--- src/rtl/if_stage_pkg.sv ---
// rtl/if_stage_pkg.sv - shared widths, stall encoding and reset PC for the fetch stage
package if_stage_pkg;
  localparam int STALL_WD = 6;
  typedef logic [STALL_WD-1:0] StallBus;

  localparam logic Stop   = 1'b1;
  localparam logic NoStop = 1'b0;

  localparam int BR_WD       = 33;
  localparam int IF_TO_ID_WD = 33;

  localparam logic [31:0] PC_RESET_VAL = 32'hbfbf_fffc;
endpackage

--- src/rtl/if_inst_hold.sv ---
// rtl/if_inst_hold.sv - keeps the instruction word stable for decode while decode is stalled
module if_inst_hold
  import if_stage_pkg::*;
(
  input  logic        clk,
  input  logic        rst,
  input  logic        stall_id,
  input  logic [31:0] inst_sram_rdata,
  output logic [31:0] inst_to_id
);

  logic        hold_v;
  logic [31:0] inst_hold;

  // Capture only on the first stalled cycle; the SRAM output may move afterwards.
  always_ff @(posedge clk or posedge rst) begin
    if (rst) begin
      hold_v    <= 1'b0;
      inst_hold <= 32'h0;
    end else if (stall_id == Stop) begin
      if (!hold_v) begin
        hold_v    <= 1'b1;
        inst_hold <= inst_sram_rdata;
      end
    end else begin
      hold_v <= 1'b0;
    end
  end

  assign inst_to_id = hold_v ? inst_hold : inst_sram_rdata;

endmodule

--- src/rtl/if_stage.sv ---
// rtl/if_stage.sv - instruction fetch: PC, next-PC select, pending branch, SRAM drive
// Optional misaligned-fetch detection under macro IF_ADEL_EN.
module if_stage
  import if_stage_pkg::*;
#(
  parameter logic [31:0] PC_RESET = PC_RESET_VAL
) (
  input  logic                   clk,
  input  logic                   rst,
  input  StallBus                stall,
  input  logic [BR_WD-1:0]       br_bus,
  output logic [IF_TO_ID_WD-1:0] if_to_id_bus,
  output logic [31:0]            inst_to_id,
  input  logic [31:0]            inst_sram_rdata,
  output logic                   inst_sram_en,
  output logic [3:0]             inst_sram_wen,
  output logic [31:0]            inst_sram_addr,
  output logic [31:0]            inst_sram_wdata,
  output logic                   if_adel
);

  logic        br_e;
  logic [31:0] br_addr;
  logic [31:0] pc_reg;
  logic        ce_reg;
  logic        br_pend_v;
  logic [31:0] br_pend_addr;
  logic [31:0] next_pc;
  logic [31:0] hold_inst;
  logic        unused_stall;

  assign br_e         = br_bus[32];
  assign br_addr      = br_bus[31:0];
  assign unused_stall = ^stall[STALL_WD-1:2];

  always_comb begin
    next_pc = pc_reg + 32'd4;
    if (br_e)
      next_pc = br_addr;
    else if (br_pend_v)
      next_pc = br_pend_addr;
  end

  // A branch arriving while the PC is frozen is parked until the first free edge.
  always_ff @(posedge clk or posedge rst) begin
    if (rst) begin
      pc_reg       <= PC_RESET;
      ce_reg       <= 1'b0;
      br_pend_v    <= 1'b0;
      br_pend_addr <= 32'h0;
    end else if (stall[0] == NoStop) begin
      pc_reg    <= next_pc;
      ce_reg    <= 1'b1;
      br_pend_v <= 1'b0;
    end else if (br_e) begin
      br_pend_v    <= 1'b1;
      br_pend_addr <= br_addr;
    end
  end

  if_inst_hold u_inst_hold (
    .clk             (clk),
    .rst             (rst),
    .stall_id        (stall[1]),
    .inst_sram_rdata (inst_sram_rdata),
    .inst_to_id      (hold_inst)
  );

`ifdef IF_ADEL_EN
  assign if_adel      = ce_reg & (pc_reg[1:0] != 2'b00);
  assign inst_sram_en = ce_reg & ~if_adel;
  assign inst_to_id   = if_adel ? 32'h0 : hold_inst;
`else
  assign if_adel      = 1'b0;
  assign inst_sram_en = ce_reg;
  assign inst_to_id   = hold_inst;
`endif

  assign if_to_id_bus    = {ce_reg, pc_reg};
  assign inst_sram_addr  = pc_reg;
  assign inst_sram_wen   = 4'h0;
  assign inst_sram_wdata = 32'h0;

endmodule

--- config.mk ---
export PLATFORM = sky130hd
export DESIGN_NAME = if_stage
export DESIGN_NICKNAME = d
export VERILOG_FILES = /design/src/rtl/if_stage_pkg.sv /design/src/rtl/if_inst_hold.sv /design/src/rtl/if_stage.sv
export SDC_FILE = /design/constraint.sdc
export NUM_CORES = 1
export LEC_CHECK = 0
export CORE_MARGIN = 2
export CORE_UTILIZATION = 45
export CTS_CLUSTER_DIAMETER = 60
export DETAILED_ROUTE_END_ITERATION = 7
export GPL_TIMING_DRIVEN = 0
export HOLD_SLACK_MARGIN = 0.06
export PLACE_DENSITY = 0.8
export SYNTH_ARGS = -nofsm -noshare
export SYNTH_HDL_FRONTEND = slang
export SYNTH_SLANG_ARGS = --single-unit
--- constraint.sdc ---
create_clock -name clk -period 4 [get_ports clk]
set_input_delay 0.6 -clock clk [delete_from_list [all_inputs] [get_ports clk]]
set_output_delay 0.6 -clock clk [all_outputs]
set_load 0.02 [all_outputs]
==> metrics.txt, run 1 <==
initial drt markers 355; main flop type after synthesis dfrtp_1; CP Class reg2out; area of the multi-input gates between 2000 and 3000 um2; routability cong. 0.933; CP arrival 2.34 ns; Post-Place Setup Slack 1.41 ns; Synth area leaders dfrtp_1 (30%), mux2_2 (17%), dfstp_2 (13%), buf_4 (9.0%), o21ai_0 (2.6%); RSZ-0062 raised after global routing no; FF-to-FF End inst_sram_addr[31]$_DFFE_PP1N_; initial antenna violation count 0; Syn Area/Cell 10.2 um2; global-route wire length before repair 26,800 um; DRC viols 0; Post-Route Setup TNS 0 ns; Final Cell Area 8160 um2; PnR worst setup slack 1.06 ns; CTS clk-pin slew, worst paths 0.07 ns; core area 12,700 um2; Post-Syn Instances 571; Detailed Routing Iterations Pass 1 6; largest net degree at the start of global routing 52; most frequent cell after synthesis mux2_2; io pins 208; fillers 1,046; Cell variety after synth 55; Yosys reg bits 99; Root Buffer clkbuf_16; Post-DP Area slightly below 8000 um2; post-synth top area cell dfrtp_1; # diodes 0; Synth async-reset ratio 1.00; Max Fclk 340 MHz; most frequent cells after synthesis mux2_2 (88), dfrtp_1 (71), buf_4 (70), nor2_1 (38), nand2_1 (36); Max rail drop VDD between 0.2 and 0.25 mV; fin crit period just under 3 ns; # rows 41; worst slew pin tran 0.723 ns; antenna-violating nets left 0; clock sinks 99; vias in the first global route 5,287; Pwr Total 3.39 mW; Power Density between 400 and 500 nW/um2; CTS buffer count 9; Max Buffers Root-to-Sink 2; Hold Path Class reg2reg; Die ar. around 14,000 um2; Area Growth Syn to Fin 39.5%; grt total ovfl 0; fin crit share 0.735; initial core utilization 0.462; Yosys top cell area share 0.304; status completed; wire per inst around 17 um; Worst Setup SP u_inst_hold.hold_v$_DFF_PP0_; Netlist Area Pre-Place approximately 5900 um2; DR vias 5,150; LEAKAGE between 3 and 4 nW; drt via density between 5 and 6; worst r2r path cells 5; Critical Path End inst_to_id[25]; CP endpoint kind output pin; Port Buffers about 160; Hold Buf Count CTS 0; sequential fraction of the synthesis area 0.429; cell count after placement 944; ratio of cells with drive above 1 in the final layout 0.269; category of the worst setup path launch point flop; endpoints failing setup 0; DRT Wirelength 16,600 um; Worst Path Required 3.40 ns; relative slew slack 0.518; worst clock skew 0.00790 ns; DPL Wire Length 12,300 um; CTS tree done; Yosys Warn Count 0; Layout Utilization 0.644; R2R Path Start inst_sram_addr[4]$_DFFE_PP1N_; Slew Limit Fails 0; final hold viol count 0; PostCTS Resize Cnt 0; chip width 118 um; Post-Layout Cell Count 960; NumNets Final 857; Final Hold Slack 0.502 ns; Post-synth EDFFs 0; GRT Overall Usage 0.239; Register Area 2510 um2; clock insertion delay at the later pin of the skew report 0.35 ns; r2r setup slk 1.58 ns; H-tree levels 3; Max Cap Viol 0; Max FO, Critical Path 10; die height 118 um; post-CTS setup repair buffer count 0
-- cell families after synthesis --
family / synth area share
xor gates and xnor gates: 0.0120
muxes: 0.197
AOI/OAI and AO/OA: 0.120
other: 0.000641
adders and majority gates: 0.00214
buffers and inverters: 0.117
DFF: 0.429
and+or+nand+nor: 0.122
-- cells in the final DEF, fill, tap and decap left out, drive strengths merged, types with 3 or more instances in the layout --
cell type and instances:
a211oi 3, a21oi 25, a221o 6, a22oi 4, a31oi 4, and2 3
and3 13, buf 81, clkbuf 36, clkdlybuf4s50 164, conb 37, dfrtp 71
dfstp 28, inv 9, mux2 98, mux2i 5, nand2 38, nand3 14
nand4 9, nor2 38, nor3 11, nor3b 4, nor4 4, o211ai 5
o21ai 35, o22ai 3, o31a 3, o31ai 3, xnor2 4, xor2 4
-- worst max-delay path: stages, from the launching register on --
cell	delay (ns)
dfrtp_1	0.32
clkbuf_1	0.21
buf_1	0.49
mux2_2	0.41
clkdlybuf4s50_1	0.56
-- where the power goes --
part / switching (mW) / total (mW) / internal [mW] / leakage (nW)
Combinational: 0.555 / 1.17 / 0.619 / 2.14
Clock: 0.376 / 0.850 / 0.473 / 0.142
Sequential: 0.161 / 1.36 / 1.20 / 1.12
-- layout make-up --
type                            count  share of cell area
Inverter                            9             0.00444
Buffer                            103              0.0795
Clock inverter                      3             0.00261
Timing Repair Buffer              165               0.204
Multi-Input combinational cell    396               0.342
Clock buffer                       13              0.0331
Sequential cell                    99               0.308
Tap cell                          172              0.0264
-- registers in the layout (all words and copies together) (netlist names) --
name	flops
br_pend_v	1
u_inst_hold.inst_hold	32
inst_sram_en	1
br_pend_addr	32
inst_sram_addr	32
u_inst_hold.hold_v	1
-- how the worst min path moves through the flow --
stage,cells past startpoint,slack (ns),end,startpoint
floorplan,1,0.47,br_pend_addr[30]$_DFFE_PP0P_,br_pend_addr[30]$_DFFE_PP0P_
global placement,1,0.48,inst_sram_en$_DFFE_PP0N_,inst_sram_en$_DFFE_PP0N_
detailed placement,1,0.49,br_pend_addr[30]$_DFFE_PP0P_,br_pend_addr[30]$_DFFE_PP0P_
CTS,1,0.50,br_pend_addr[30]$_DFFE_PP0P_,br_pend_addr[30]$_DFFE_PP0P_
global route,1,0.51,br_pend_addr[27]$_DFFE_PP0P_,br_pend_addr[27]$_DFFE_PP0P_
finish,1,0.50,br_pend_addr[27]$_DFFE_PP0P_,br_pend_addr[27]$_DFFE_PP0P_
-- metal layers --
metal / vias to the layer above / wire (um) / GRT usage
li1: 2361 / - / -
met1: 2465 / 6490 / 0.281
met2: 289 / 7810 / 0.401
met3: 35 / 1750 / 0.0707
met4: 0 / 507 / 0.113
met5: - / 0 / 0
No activity file was read; power rests on OpenSTA's default activity.
==> run 2, diff against run 1 <==
==> constraint.sdc (replaced) <==
create_clock -name clk -period 3 [get_ports clk]
set_input_delay 0.45 -clock clk [delete_from_list [all_inputs] [get_ports clk]]
set_output_delay 0.45 -clock clk [all_outputs]
set_load 0.02 [all_outputs]
==> results of run 2 <==
Same layout as run 1 (identical final DEF). Status: completed.
Among the figures that moved: setup slack after placement 1.41 ns -> 0.562 ns; setup slack after layout 1.06 ns -> 0.209 ns; register-to-register setup slack 1.58 ns -> 0.58 ns; total power 3.39 mW -> 4.52 mW; worst IR drop on VDD 0.239 mV -> 0.319 mV
